**config.mk**
```make
export PLATFORM = sky130hd
export DESIGN_NAME = id_ex_stage
export DESIGN_NICKNAME = d
export VERILOG_FILES = /design/src/rtl/types_pkg.sv /design/src/rtl/id_ex_stage_forward_unit.sv /design/src/rtl/id_ex_stage.sv
export SDC_FILE = /design/constraint.sdc
export NUM_CORES = 1
export LEC_CHECK = 0
export CAP_MARGIN = 10
export CORE_AREA = 4 4 267 269
export CTS_BUF_LIST = sky130_fd_sc_hd__clkbuf_4 sky130_fd_sc_hd__clkbuf_8 sky130_fd_sc_hd__clkbuf_16
export CTS_CLUSTER_DIAMETER = 200
export CTS_CLUSTER_SIZE = 10
export DETAILED_ROUTE_END_ITERATION = 12
export DIE_AREA = 0 0 271 273
export PLACE_DENSITY = 0.55
export SLEW_MARGIN = 30
export SYNTH_ARGS = -nofsm -noshare
export SYNTH_HDL_FRONTEND = slang
export SYNTH_SLANG_ARGS = --single-unit
```
**constraint.sdc**
```tcl
create_clock -name CLK -period 19.1 [get_ports CLK]
set_clock_uncertainty 0.1 [all_clocks]
set_input_delay 2.865 -clock CLK [delete_from_list [all_inputs] [get_ports CLK]]
set_output_delay 2.865 -clock CLK [all_outputs]
set_load 0.01 [all_outputs]
```
**src/rtl/types_pkg.sv**
```systemverilog
// Shared core types plus the ID/EX pipeline-register additions.
// Build option: define ID_EX_FORWARDING_EN to enable EX/MEM and MEM/WB operand forwarding.
package types_pkg;

    localparam int XLEN_P = 64;
    localparam int RIDX_P = 5;

    typedef logic [XLEN_P-1:0] dword_t;
    typedef logic [RIDX_P-1:0] regbits_t;

    typedef enum logic [3:0] {
        ALU_ADD  = 4'd0,
        ALU_SUB  = 4'd1,
        ALU_AND  = 4'd2,
        ALU_OR   = 4'd3,
        ALU_XOR  = 4'd4,
        ALU_SLL  = 4'd5,
        ALU_SRL  = 4'd6,
        ALU_SRA  = 4'd7,
        ALU_SLT  = 4'd8,
        ALU_SLTU = 4'd9
    } aluop_t;

    typedef enum logic [1:0] {
        FWD_NONE  = 2'd0,
        FWD_EXMEM = 2'd1,
        FWD_MEMWB = 2'd2
    } fwd_sel_t;

    typedef struct packed {
        dword_t   rs1_data;
        dword_t   rs2_data;
        dword_t   imm;
        dword_t   pc;
        regbits_t rs1;
        regbits_t rs2;
        regbits_t rd;
        aluop_t   aluop;
        logic     use_pc;
        logic     use_imm;
        logic     reg_write;
    } id_ex_t;

    // Picks the operand value named by a forward select.
    function automatic dword_t fwd_mux(fwd_sel_t sel, dword_t reg_v, dword_t exmem_v, dword_t memwb_v);
        dword_t r;
        case (sel)
            FWD_EXMEM: r = exmem_v;
            FWD_MEMWB: r = memwb_v;
            default:   r = reg_v;
        endcase
        return r;
    endfunction

endpackage

```
**src/rtl/id_ex_stage_forward_unit.sv**
```systemverilog
// Forward-source selection for one operand index; EX/MEM beats MEM/WB and x0 never forwards.
module forward_unit
    import types_pkg::*;
(
    input  regbits_t src_idx_i,
    input  logic     exmem_reg_write_i,
    input  regbits_t exmem_rd_i,
    input  logic     memwb_reg_write_i,
    input  regbits_t memwb_rd_i,
    output fwd_sel_t sel_o
);

    always_comb begin
        sel_o = FWD_NONE;
        if (src_idx_i != '0) begin
            if (exmem_reg_write_i && (exmem_rd_i == src_idx_i)) begin
                sel_o = FWD_EXMEM;
            end else if (memwb_reg_write_i && (memwb_rd_i == src_idx_i)) begin
                sel_o = FWD_MEMWB;
            end
        end
    end

endmodule

```
**src/rtl/id_ex_stage.sv**
```systemverilog
// Decode-to-execute pipeline register with flush and combinational operand forwarding.
// Build option: ID_EX_FORWARDING_EN enables the forward_unit instances; otherwise operands come from the register file.
module id_ex_stage
    import types_pkg::*;
#(
    parameter int XLEN = 64,
    parameter int RIDX = 5
) (
    input  logic            CLK,
    input  logic            RST,
    input  logic            in_valid,
    output logic            in_ready,
    input  logic [XLEN-1:0] in_rs1_data,
    input  logic [XLEN-1:0] in_rs2_data,
    input  logic [XLEN-1:0] in_imm,
    input  logic [XLEN-1:0] in_pc,
    input  logic [RIDX-1:0] in_rs1,
    input  logic [RIDX-1:0] in_rs2,
    input  logic [RIDX-1:0] in_rd,
    input  aluop_t          in_aluop,
    input  logic            in_use_pc,
    input  logic            in_use_imm,
    input  logic            in_reg_write,
    input  logic            flush,
    input  logic            exmem_reg_write,
    input  logic [RIDX-1:0] exmem_rd,
    input  logic [XLEN-1:0] exmem_result,
    input  logic            memwb_reg_write,
    input  logic [RIDX-1:0] memwb_rd,
    input  logic [XLEN-1:0] memwb_result,
    output logic            out_valid,
    input  logic            out_ready,
    output logic [XLEN-1:0] porta,
    output logic [XLEN-1:0] portb,
    output aluop_t          ALUOp,
    output logic [RIDX-1:0] out_rd,
    output logic            out_reg_write,
    output logic [XLEN-1:0] out_pc,
    output logic [XLEN-1:0] out_store_data
);

    // Handshake: a transfer happens on a rising edge where valid && ready on the same side;
    // valid never depends on ready, and a stalled stage holds every field until out_ready rises.
    id_ex_t   ex_q, ex_d;
    logic     valid_q, valid_d;
    logic     capture;
    fwd_sel_t sel_rs1, sel_rs2;
    dword_t   rs1_val, rs2_val;

    assign in_ready = !valid_q || out_ready;
    assign capture  = in_valid && in_ready;

    always_comb begin
        ex_d    = ex_q;
        valid_d = valid_q;
        if (flush) begin
            valid_d = 1'b0;
        end else if (capture) begin
            valid_d          = 1'b1;
            ex_d.rs1_data    = in_rs1_data;
            ex_d.rs2_data    = in_rs2_data;
            ex_d.imm         = in_imm;
            ex_d.pc          = in_pc;
            ex_d.rs1         = in_rs1;
            ex_d.rs2         = in_rs2;
            ex_d.rd          = in_rd;
            ex_d.aluop       = in_aluop;
            ex_d.use_pc      = in_use_pc;
            ex_d.use_imm     = in_use_imm;
            ex_d.reg_write   = in_reg_write;
        end else if (valid_q && out_ready) begin
            valid_d = 1'b0;
        end
    end

    always_ff @(posedge CLK or posedge RST) begin
        if (RST) begin
            ex_q    <= '0;
            valid_q <= 1'b0;
        end else begin
            ex_q    <= ex_d;
            valid_q <= valid_d;
        end
    end

`ifdef ID_EX_FORWARDING_EN
    forward_unit u_fwd_rs1 (
        .src_idx_i         (ex_q.rs1),
        .exmem_reg_write_i (exmem_reg_write),
        .exmem_rd_i        (exmem_rd),
        .memwb_reg_write_i (memwb_reg_write),
        .memwb_rd_i        (memwb_rd),
        .sel_o             (sel_rs1)
    );

    forward_unit u_fwd_rs2 (
        .src_idx_i         (ex_q.rs2),
        .exmem_reg_write_i (exmem_reg_write),
        .exmem_rd_i        (exmem_rd),
        .memwb_reg_write_i (memwb_reg_write),
        .memwb_rd_i        (memwb_rd),
        .sel_o             (sel_rs2)
    );
`else
    // Decode stalls on hazards in this build, so the forward sources are never consulted.
    logic unused_fwd;
    assign unused_fwd = ^{exmem_reg_write, exmem_rd, memwb_reg_write, memwb_rd,
                          exmem_result, memwb_result, ex_q.rs1, ex_q.rs2};
    assign sel_rs1 = FWD_NONE;
    assign sel_rs2 = FWD_NONE;
`endif

    assign rs1_val = fwd_mux(sel_rs1, ex_q.rs1_data, exmem_result, memwb_result);
    assign rs2_val = fwd_mux(sel_rs2, ex_q.rs2_data, exmem_result, memwb_result);

    assign porta          = ex_q.use_pc  ? ex_q.pc  : rs1_val;
    assign portb          = ex_q.use_imm ? ex_q.imm : rs2_val;
    assign out_store_data = rs2_val;
    assign out_valid      = valid_q;
    assign ALUOp          = ex_q.aluop;
    assign out_rd         = ex_q.rd;
    assign out_reg_write  = ex_q.reg_write;
    assign out_pc         = ex_q.pc;

endmodule

```
==> Word level (Yosys, flattened, before mapping) <==
Index checks and enable logic that the tools add are counted.
{ "totals": {"regBits": 269, "word_cells": 22, "output_inout_bits": 268} }
{ "op_classes": {"muxes": 5, "bitwise_logic": 1, "n_reduce_logical": 6} }
{ "op_table": {"columns": ["op", "count"], "rows": [
  ["$mux W64", 2],
  ["$mux W1", 3],
  ["$reduce_bool A3 Y1", 1],
  ["$logic_and A1 B1 Y1", 2],
  ["$reduce_and A2 Y1", 1],
  ["$logic_not A1 Y1", 1],
  ["$logic_or A1 B1 Y1", 1],
  ["$not A1 Y1", 1]
]} }

==> Depth between registers and ports, before layout <==
Gate-level depths: netlist of run 1.
{ "logic_depth": {"ltp_word": 5, "ltp_mapped": 5} }

==> Worst setup path before layout of run 1 <==
No wires, ideal clock.
{ "synth_path": {"path_type": "input -> output", "startpoint": "input port out_ready", "endpoint": "output port in_ready", "arrival_ps": 3220, "path_buffers": 0, "path_stages": 2, "t_required_ps": 16135, "path_slack_ps": 12915, "cell_sequence": "nor2b_1 -> inv_1"} }
{ "synth_via": {"elab_chain_cells": 1} }
{ "synth_lines": {"columns": ["element", "line", "source"], "rows": [
  ["start, declared", "id_ex_stage.sv:32", "input logic out_ready,"],
  ["$logic_or A1 B1 Y1", "id_ex_stage.sv:50", "assign in_ready = !valid_q || out_ready;"],
  ["end, declared", "id_ex_stage.sv:12", "output logic in_ready,"]
]} }
No other way between the ends.

==> Worst setup path after layout of run 1 <==
Ends and elaborated chain as after synthesis.

==> out/metrics.json, run 1 <==
{
  "run_status": "complete, no violations",
  "first_drt_pass_iteration_count": 4,
  "power.sequential.fraction_pct": 39.7,
  "grt.total_usage_pct": 10.1,
  "floorplan.rows": 96,
  "critical-path-top-delay-family": "buffers and inverters",
  "largest_buffer_count_on_any_clock_path": 3,
  "synthToLayoutAreaGrowth_pct": 49.4,
  "gp_congestion": 0.818,
  "net-switching-power_w": 0.000519,
  "cts-hold-fix-buffers": 0,
  "layout.cells.most_common": "sky130_fd_sc_hd__clkdlybuf4s50_1",
  "cp.required_ps": 16140,
  "placedCellCount": 2152,
  "netlist_area_sq_um": 12500,
  "setup-tns-final_ps": 0,
  "routed_via_count": 7997,
  "postCtsResizedCells": 0,
  "p_per_area_nw_per_um2": 98.9,
  "layout_common_cells": "sky130_fd_sc_hd__clkdlybuf4s50_1 (540), sky130_fd_sc_hd__dfrtp_1 (267), sky130_fd_sc_hd__mux2_1 (200)",
  "drt_iter0_markers": 153,
  "drv.max_cap_violation_count": 0,
  "post_cts.repair.setup_buffers": 0,
  "timing.final.crit_share_pct": 37.5,
  "net_count_reported_at_finish": 1676,
  "power.internal_w": 0.00133,
  "hold_viol": 0,
  "yosys.cell_types.count": 10,
  "cts_made_buffers": 30,
  "detail_route.wirelength_mm": 38.9,
  "path_type_of_the_worst_setup_path": "in -> out",
  "timing.critical_path.mode_cell": "sky130_fd_sc_hd__clkdlybuf4s50_1",
  "syn-mean-instance-area_sq_um": 14.7,
  "clock_root_buffer": "sky130_fd_sc_hd__clkbuf_16",
  "port-buffer-count": 540,
  "final_antenna_net_count": 0,
  "n_antenna_cell": 0,
  "worst_hold_path_type": "reg -> reg",
  "cts_tree": "done",
  "global_route.overflow_total": 0,
  "ios": 691,
  "remaining_drc_errors": 0,
  "vias_per_cell": 3.66,
  "timing.critical_path.arrival_ps": 4190,
  "initial_standard_cell_utilization_of_the_core_pct": 18.3,
  "rsz0062_at_grt": "no",
  "comb_power_share_pct": 32.8,
  "non_filler_instances": 2186,
  "insertion_delay_ps": 560,
  "post_synth_inst_count": 851,
  "grt_max_degree": 93,
  "die-area_sq_um": 74000,
  "postSynthNetCount": 1274,
  "grt_pass1_vias": 9229,
  "postSynthRegisterBits": 269,
  "total_leakage_power_nw": 7.32,
  "cp_cell_sequence": "clkdlybuf4s50_1, nor2b_1, inv_1, clkdlybuf4s50_1",
  "crit_path_top_delay_cell": "sky130_fd_sc_hd__clkdlybuf4s50_1",
  "timing.fmax_mhz": 140,
  "crit_path_max_cell_delay_ps": 480,
  "wire_length_of_the_first_global_routing_pass_mm": 58.6,
  "setup.worst_path.start_class": "primary input",
  "layout.filler_cells": 7068,
  "clk_pin_slew_worst_paths_ps": 50,
  "count_of_buffer_and_inverter_cells_on_the_critical_path": 3,
  "final_max_slew_viol_count": 0,
  "placeableCoreArea_sq_um": 68600,
  "timing.final.crit_period_ps": 7150,
  "slew-limit-headroom_pct": 38.3,
  "synth_warnings": 0,
  "proportion_of_layout_cells_with_a_drive_suffix_above_1_pct": 19.4,
  "worst_setup_path_end_kind": "primary output",
  "fp.dieW_um": 271,
  "critPathMaxFanout": 3,
  "worstMarginPinSlew_ps": 925,
  "antenna_found_initial": 2,
  "clockPowerShare_pct": 27.5,
  "synth_seq_area_share_pct": 53.7,
  "p_sw_share_pct": 28.0,
  "htreeDepth": 1,
  "power.ir.vdd_worst_mv": 0.0678,
  "dieHeight_um": 273,
  "wl_per_cell_um": 17.8,
  "setup_viol": 0,
  "dp_hpwl_mm": 28.9,
  "tritoncts_num_sinks": 269
}
==> layer usage <==
| layer | GRT usage (%) | up-vias | part of all wire, % |
|---|---|---|---|
| li1 | - | 3630 | - |
| met1 | 11.8 | 3919 | 40 |
| met2 | 16.6 | 405 | 45 |
| met3 | 5.01 | 43 | 12 |
| met4 | 2.63 | 0 | 2.6 |
| met5 | 0 | - | 0 |
==> cell type report <==
cell class	instances	area, sq um	area share (%)
inverter	2	15.0	0.0802
multi-input combinational	400	4490	24.0
tap	931	1160	6.22
timing repair buffer	550	5520	29.5
sequential	269	6740	36.0
clock buffer	34	798	4.26
==> per-stage QoR <==
step	hold slack (ps)	util [%]	setup WS (ps)	power, W	cell area (sq um)
3_3_place_gp	363	26.1	11910	0.00135	17900
5_1_grt	392	27.3	11880	0.00196	18700
3_5_place_dp	371	26.1	11920	0.00136	17900
2_1_floorplan	352	-	8720	0.00105	12500
4_1_cts	385	27.3	11910	0.00190	18700
6_report	380	27.3	11950	0.00185	18700
==> power groups by stage <==
stage | registers (W) | logic, W | clock network [W]
2_1_floorplan | 0.000715 | 0.000333 | 0
3_3_place_gp | 0.000748 | 0.000607 | 0
3_5_place_dp | 0.000747 | 0.000616 | 0
4_1_cts | 0.000738 | 0.000621 | 0.000539
5_1_grt | 0.000750 | 0.000651 | 0.000560
6_report | 0.000734 | 0.000608 | 0.000509
==> registers in the layout, summed over array words and instances, names as in the netlist <==
| register | flops |
|---|---|
| ALUOp | 4 |
| out_rd | 5 |
| out_valid | 1 |
| ex_q | 194 |
| out_pc | 64 |
| out_reg_write | 1 |
==> logic make-up (layout without fill, tap and decap cells) <==
kind of cell	count (synthesis)	in the layout	share of synthesized area (%)
AND/OR/NAND/NOR	4	4	0.260
buffers and inverters	182	586	10.4
multiplexers	396	396	35.6
flip-flops	269	269	53.7
==> Yosys cell counts (all sizes together) <==
cell type  instances  area share, %
buf              176             10
clkbuf             4           0.12
dfrtp            269             54
inv                2          0.060
mux2             396             36
nor2               2          0.060
nor2b              1          0.050
nor3b              1           0.15
==> worst reg2reg max path, delay by kind of cell (launching register included) <==
kind / cells / cell delay (ps)
buf+inv: 2 / 1680
flops: 1 / 380
mux: 1 / 480
simple gates: 2 / 730
==> worst paths after layout <==
check / startpoint / to / slack (ps) / cells after the start
max: out_ready / in_ready / 11950 / 4
min: ex_q[261] / ex_q[261] / 380 / 1
max reg2reg: out_valid / out_pc[29] / 15630 / 5
min reg2reg: ex_q[261] / ex_q[261] / 380 / 1
max in group asynchronous: RST / out_rd[1] / 14330 / 4
min in group asynchronous: RST / ex_q[159] / 2710 / 2
Note: power is estimated with default switching activity, not from simulation.
==> inputs of run 2 (changes only) <==
Settings changed: CORE_AREA 4 4 267 269 to 4 4 269 271, DIE_AREA 0 0 271 273 to 0 0 273 275, PLACE_DENSITY 0.55 to 0.54.
Clock period 19.1 ns to 6.9 ns, I/O delays scaled along.
==> out/metrics.json, run 2 (synthesis gave the netlist of run 1 again) <==
{
  "proportion_of_layout_cells_with_a_drive_suffix_above_1": {"value": 19.2, "unit": "%", "change": "-0.26 points"},
  "gp_congestion": {"value": 0.820, "change": "+0.26%"},
  "antenna_found_initial": {"value": 4, "change": "+2"},
  "cts_tree": "done",
  "power.ir.vdd_worst": {"value": 0.176, "unit": "mV", "change": "+160%"},
  "grt.total_usage": {"value": 10.2, "unit": "%", "change": "+0.090 points"},
  "power.internal": {"value": 0.00368, "unit": "W", "change": "+180%"},
  "critical-path-top-delay-family": "buffers and inverters",
  "placeableCoreArea": {"value": 69800, "unit": "sq um", "change": "+1.7%"},
  "final_max_slew_viol_count": {"value": 0, "change": "unchanged"},
  "htreeDepth": {"value": 1, "change": "unchanged"},
  "grt_pass1_vias": {"value": 9185, "change": "-0.48%"},
  "die-area": {"value": 75100, "unit": "sq um", "change": "+1.5%"},
  "p_sw_share": {"value": 28.6, "unit": "%", "change": "+0.55 points"},
  "max_flop_register": "ex_q",
  "dp_hpwl": {"value": 29.7, "unit": "mm", "change": "+2.7%"},
  "timing.final.crit_share_pct": 61.8,
  "cp.required": {"value": 5760, "unit": "ps", "change": "-10380 ps"},
  "wire_length_of_the_first_global_routing_pass": {"value": 59.0, "unit": "mm", "change": "+0.54%"},
  "dieHeight": {"value": 275, "unit": "um", "change": "+0.73%"},
  "remaining_drc_errors": {"value": 0, "change": "unchanged"},
  "worst_setup_path_end_kind": "primary output",
  "drv.max_cap_violation_count": {"value": 0, "change": "unchanged"},
  "cp_cell_sequence": "buf_4, mux2_2, clkdlybuf4s50_1",
  "worstMarginPinSlew": {"value": 1000, "unit": "ps", "change": "+75.9 ps"},
  "cts-hold-fix-buffers": {"value": 0, "change": "unchanged"},
  "fp.dieW": {"value": 273, "unit": "um", "change": "+0.74%"},
  "vias_per_cell": {"value": 3.68, "change": "+0.50%"},
  "path_type_of_the_worst_setup_path": "reg -> out",
  "first_drt_pass_iteration_count": {"value": 3, "change": "-1"},
  "run_status": "complete, no violations",
  "floorplan.rows": {"value": 97, "change": "+1.0%"},
  "p_per_area": {"value": 275, "unit": "nW/um^2", "change": "+180%"},
  "power.sequential.fraction": {"value": 39.5, "unit": "%", "change": "-0.2 points"},
  "layout.cells.most_common": "sky130_fd_sc_hd__clkdlybuf4s50_1",
  "final_design_area_no_fill": {"value": 18700, "unit": "sq um", "change": "unchanged"},
  "critPathMaxFanout": {"value": 34, "change": "+31"},
  "total_leakage_power": {"value": 7.30, "unit": "nW", "change": "-0.30%"},
  "setup-tns-final": {"value": 0, "unit": "ps", "change": "unchanged"},
  "clockPowerShare": {"value": 27.9, "unit": "%", "change": "+0.4 points"},
  "timing.fmax_mhz": 234,
  "timing.critical_path.arrival": {"value": 3130, "unit": "ps", "change": "-1060 ps"},
  "slew-limit-headroom": {"value": 33.2, "unit": "%", "change": "-5.1 points"},
  "ios": {"value": 691, "change": "unchanged"},
  "crit_path_max_cell_delay": {"value": 940, "unit": "ps", "change": "+460 ps"},
  "setup.worst_path.start_class": "register",
  "tritoncts_num_sinks": {"value": 269, "change": "unchanged"},
  "worst_hold_path_type": "reg -> reg",
  "routed_via_count": {"value": 8063, "change": "+0.83%"},
  "rsz0062_at_grt": "no",
  "drt_iter0_markers": {"value": 177, "change": "+16%"},
  "post_cts.repair.setup_buffers": {"value": 0, "change": "unchanged"},
  "initial_standard_cell_utilization_of_the_core": {"value": 18.0, "unit": "%", "change": "-0.31 points"},
  "number_of_flip_flops_under_the_largest_register_name": {"value": 194, "change": "unchanged"},
  "global_route.overflow_total": {"value": 0, "change": "unchanged"},
  "crit_path_top_delay_cell": "sky130_fd_sc_hd__dfrtp_2",
  "net-switching-power": {"value": 0.00147, "unit": "W", "change": "+180%"},
  "port-buffer-count": {"value": 540, "change": "unchanged"},
  "timing.final.crit_period_ps": 4270,
  "count_of_buffer_and_inverter_cells_on_the_critical_path": {"value": 2, "change": "-1"},
  "final_antenna_net_count": {"value": 0, "change": "unchanged"},
  "largest_buffer_count_on_any_clock_path": {"value": 3, "change": "unchanged"},
  "wl_per_cell": {"value": 18.5, "unit": "um", "change": "+3.9%"},
  "synthToLayoutAreaGrowth": {"value": 49.4, "unit": "%", "change": "unchanged"},
  "insertion_delay": {"value": 580, "unit": "ps", "change": "+20 ps"},
  "layout_common_cells": "sky130_fd_sc_hd__clkdlybuf4s50_1 (540), sky130_fd_sc_hd__dfrtp_1 (267), sky130_fd_sc_hd__mux2_1 (200)",
  "comb_power_share": {"value": 32.6, "unit": "%", "change": "-0.2 points"},
  "placed_instance_area": {"value": 17900, "unit": "sq um", "change": "about the same"},
  "postCtsResizedCells": {"value": 0, "change": "unchanged"},
  "cts_made_buffers": {"value": 30, "change": "unchanged"},
  "grt_max_degree": {"value": 139, "change": "+49%"},
  "hold_viol": {"value": 0, "change": "unchanged"},
  "detail_route.wirelength": {"value": 40.5, "unit": "mm", "change": "+4.3%"},
  "clk_pin_slew_worst_paths": {"value": 60, "unit": "ps", "change": "about the same"},
  "setup_viol": {"value": 0, "change": "unchanged"},
  "clock_root_buffer": "sky130_fd_sc_hd__clkbuf_16",
  "rrSetupSlack": {"value": 4560, "unit": "ps", "change": "-11070 ps"},
  "net_count_reported_at_finish": {"value": 1672, "change": "-0.24%"}
}
==> run 2: power by group through the flow <==
stage / Sequential [W] / Combinational [W] / Clock [W]
after floorplan: 0.00198 / 0.000921 / 0
after global placement: 0.00206 / 0.00170 / 0
after detailed placement: 0.00207 / 0.00171 / 0
after CTS: 0.00205 / 0.00172 / 0.00152
after global routing: 0.00208 / 0.00180 / 0.00157
final: 0.00204 / 0.00168 / 0.00144
==> run 2: layout make-up <==
| class | instances | area, sq um |
|---|---|---|
| Fill cell | 7159 | 51100 |
| Antenna cell | 2 | 5.00 |
| Inverter | 2 | 11.3 |
| Multi-Input combinational cell | 400 | 4490 |
| Timing Repair Buffer | 546 | 5500 |
| Tap cell | 940 | 1180 |
| Clock buffer | 34 | 798 |
| Sequential cell | 269 | 6740 |
==> run 2: layer usage <==
metal	part of all wire (%)	track usage (%)	wire [um]	vias up
met1	39	11.7	15900	3975
met2	46	17.0	18800	410
li1	-	-	-	3631
met3	12	4.82	4670	47
met5	0	0	0	-
met4	2.8	3.09	1140	0
==> run 2: metrics by stage <==
| step | worst slack, ps | total power [W] | std cells | hold WS (ps) | utilization (%) |
|---|---|---|---|---|---|
| after floorplan | 2210 | 0.00290 | 851 | 352 | - |
| after global placement | 3110 | 0.00376 | 2157 | 362 | 25.7 |
| after detailed placement | 3130 | 0.00378 | 2157 | 374 | 25.7 |
| after CTS | 2480 | 0.00529 | 2191 | 387 | 26.8 |
| after global routing | 2430 | 0.00545 | 2192 | 399 | 26.8 |
| final | 2630 | 0.00516 | 2193 | 380 | 26.8 |
==> run 2: final timing paths <==
kind / startpoint / to / cells after the start
max: ex_q[2] / porta[59] / 3
min: ex_q[258] / ex_q[258] / 1
max reg2reg: out_valid / ex_q[261] / 4
min reg2reg: ex_q[258] / ex_q[258] / 1
max in group asynchronous: RST / ex_q[2] / 3
min in group asynchronous: RST / ex_q[153] / 2
==> inputs of run 3 (changes only) <==
Clock period 6.9 ns to 3.99 ns, I/O delays scaled along.
==> out/metrics.json, run 3 (synthesis gave the netlist of run 1 again) <==
{
  "layout.filler_cells": {"value": 7163, "change": "+0.056%"},
  "htreeDepth": {"value": 1, "change": "unchanged"},
  "total_leakage_power": {"value": 7.42, "unit": "nW", "change": "+1.7%"},
  "report.power.total": {"value": 0.00895, "unit": "W", "change": "+73%"},
  "setup_viol": {"value": 0, "change": "unchanged"},
  "tritoncts_num_sinks": {"value": 269, "change": "unchanged"},
  "sequential_cell_area": {"value": 6740, "unit": "sq um", "change": "unchanged"},
  "wire_length_of_the_first_global_routing_pass": {"value": 59.0, "unit": "mm", "change": "+0.11%"},
  "setup.worst_path.start_class": "register",
  "whs": {"value": 253, "unit": "ps", "change": "-128 ps"},
  "die-area": {"value": 75100, "unit": "sq um", "change": "unchanged"},
  "rsz0062_at_grt": "no",
  "grt_pass1_vias": {"value": 9235, "change": "+0.54%"},
  "timing.final.crit_share_pct": 87.9,
  "cts_tree": "done",
  "detail_route.wirelength": {"value": 40.5, "unit": "mm", "change": "about the same"},
  "ios": {"value": 691, "change": "unchanged"},
  "timing.rr.start": "out_valid",
  "p_per_area": {"value": 472, "unit": "nW/um^2", "change": "+71%"},
  "drt_iter0_markers": {"value": 188, "change": "+6.2%"},
  "global_route.overflow_total": {"value": 0, "change": "unchanged"},
  "final_max_slew_viol_count": {"value": 0, "change": "unchanged"},
  "drv.max_cap_violation_count": {"value": 0, "change": "unchanged"},
  "top_layer_used": "met5",
  "wl_per_cell": {"value": 18.3, "unit": "um", "change": "-0.89%"},
  "cp_cell_sequence": "buf_12, mux2_2, clkdlybuf4s50_1",
  "non_filler_instances": {"value": 2212, "change": "+0.87%"},
  "path_type_of_the_worst_setup_path": "reg -> out",
  "crit_path_top_delay_cell": "sky130_fd_sc_hd__dfrtp_2",
  "post_cts.repair.setup_buffers": {"value": 0, "change": "unchanged"},
  "vias_per_cell": {"value": 3.66, "change": "-0.48%"},
  "synthToLayoutAreaGrowth_pct": 51.1,
  "timing.final.crit_period_ps": 3510,
  "net_count_reported_at_finish": {"value": 1692, "change": "+1.2%"},
  "crit_path_max_cell_delay": {"value": 960, "unit": "ps", "change": "+20 ps"},
  "insertion_delay": {"value": 580, "unit": "ps", "change": "about the same"},
  "hold_viol": {"value": 0, "change": "unchanged"},
  "dieHeight": {"value": 275, "unit": "um", "change": "unchanged"},
  "timing.critical_path.arrival": {"value": 2810, "unit": "ps", "change": "-320 ps"},
  "fp.dieW": {"value": 273, "unit": "um", "change": "unchanged"},
  "wl_met2": {"value": 18.1, "unit": "mm", "change": "-3.6%"},
  "met3WireLength": {"value": 4.79, "unit": "mm", "change": "+2.5%"},
  "placedCellCount": {"value": 2175, "change": "+0.83%"},
  "first_drt_pass_iteration_count": {"value": 4, "change": "+1"},
  "gp_congestion": {"value": 0.805, "change": "-1.8%"},
  "floorplan.rows": {"value": 97, "change": "unchanged"},
  "timing.rr.end": "out_pc[33]",
  "layout_common_cells": "sky130_fd_sc_hd__clkdlybuf4s50_1 (540), sky130_fd_sc_hd__dfrtp_1 (267), sky130_fd_sc_hd__mux2_1 (200)",
  "clk_pin_slew_worst_paths": {"value": 60, "unit": "ps", "change": "about the same"},
  "cp.required": {"value": 3290, "unit": "ps", "change": "-2470 ps"},
  "rrSetupSlack": {"value": 1740, "unit": "ps", "change": "-2820 ps"},
  "worst_setup_path_end_kind": "primary output",
  "antenna_found_initial": {"value": 4, "change": "unchanged"},
  "slew-limit-headroom": {"value": 38.1, "unit": "%", "change": "+4.9 points"},
  "dp_hpwl": {"value": 30.4, "unit": "mm", "change": "+2.1%"},
  "postCtsResizedCells": {"value": 0, "change": "unchanged"},
  "initial_standard_cell_utilization_of_the_core": {"value": 18.0, "unit": "%", "change": "unchanged"},
  "run_status": "complete, no violations",
  "worstMarginPinSlew": {"value": 928, "unit": "ps", "change": "-73.2 ps"},
  "routed_via_count": {"value": 8094, "change": "+0.38%"},
  "remaining_drc_errors": {"value": 0, "change": "unchanged"},
  "critPathMaxFanout": {"value": 35, "change": "+2.9%"},
  "critical-path-top-delay-family": "flip-flops",
  "count_of_buffer_and_inverter_cells_on_the_critical_path": {"value": 2, "change": "unchanged"},
  "grt.total_usage": {"value": 10.2, "unit": "%", "change": "+0.019 points"},
  "port-buffer-count": {"value": 540, "change": "unchanged"},
  "cts_made_buffers": {"value": 30, "change": "unchanged"},
  "cts-hold-fix-buffers": {"value": 0, "change": "unchanged"},
  "timing.fmax_mhz": 285,
  "final_antenna_net_count": {"value": 0, "change": "unchanged"},
  "layout.cells.most_common": "sky130_fd_sc_hd__clkdlybuf4s50_1",
  "power.ir.vdd_worst": {"value": 0.264, "unit": "mV", "change": "+50%"},
  "max_flop_register": "ex_q",
  "clock_root_buffer": "sky130_fd_sc_hd__clkbuf_16",
  "routedLengthMet1": {"value": 16.1, "unit": "mm", "change": "+1.2%"},
  "number_of_flip_flops_under_the_largest_register_name": {"value": 194, "change": "unchanged"},
  "grt_max_degree": {"value": 69, "change": "-50%"},
  "placeableCoreArea": {"value": 69800, "unit": "sq um", "change": "unchanged"},
  "worst_hold_path_type": "in -> async",
  "multiInputGateArea": {"value": 4490, "unit": "sq um", "change": "unchanged"},
  "proportion_of_layout_cells_with_a_drive_suffix_above_1": {"value": 20.5, "unit": "%", "change": "+1.3 points"},
  "largest_buffer_count_on_any_clock_path": {"value": 3, "change": "unchanged"},
  "register_to_register_path_depth": {"value": 5, "change": "+1"}
}
==> run 3: cell count changes in the layout (fill, tap and decap cells not counted) <==
cell	previous run	this run
sky130_fd_sc_hd__buf_4	1	17
sky130_fd_sc_hd__diode_2	2	1
sky130_fd_sc_hd__buf_16	0	1
sky130_fd_sc_hd__buf_12	4	8
sky130_fd_sc_hd__buf_6	1	0
==> run 3: worst max-delay path by stage <==
stage                      endpoint  slack, ps     from  depth (start not counted)
after floorplan            ALUOp[0]       -260      RST                          1
after global placement    portb[31]        930  ex_q[1]                          3
after detailed placement  portb[31]        940  ex_q[1]                          3
after CTS                 portb[31]        270  ex_q[1]                          3
after global routing      porta[31]        310  ex_q[2]                          3
final                     porta[31]        480  ex_q[2]                          3
==> run 3: routing by layer <==
metal	up-vias	GRT usage, %
li1	3663	-
met1	3958	11.9
met2	412	16.6
met3	57	4.71
met4	4	3.57
met5	-	0
==> run 3: per-stage QoR <==
stage / worst slack [ps] / TNS, ps / utilization, % / cell area (sq um)
after detailed placement: 944 / 0 / 25.9 / 18100
after floorplan: -262 / -70470 / - / 12500
final: 481 / 0 / 27.1 / 18900
after CTS: 268 / 0 / 27.1 / 18900
after global routing: 314 / 0 / 27.1 / 18900
after global placement: 925 / 0 / 25.9 / 18100
==> run 3: layout make-up <==
cell class,instances,share of cell area [%]
multi-input cells,400,23.7
well taps,940,6.21
repair buffers,566,30.2
flip-flops and latches,269,35.6
diodes,1,0.0132
clock buffers,34,4.22
inverters,2,0.0595
==> run 3: where the power goes <==
part           switching (W)  internal (W)
Clock                0.00110       0.00138
Combinational        0.00111       0.00182
Sequential          0.000347       0.00320
Total                0.00255       0.00640
==> run 3: worst register-to-register path: stages, from the launching register on <==
cell and delay (ps):
sky130_fd_sc_hd__dfrtp_1 380, sky130_fd_sc_hd__nor2b_1 180, sky130_fd_sc_hd__nor3b_4 310, sky130_fd_sc_hd__buf_12 320, sky130_fd_sc_hd__buf_12 410, sky130_fd_sc_hd__mux2_1 420
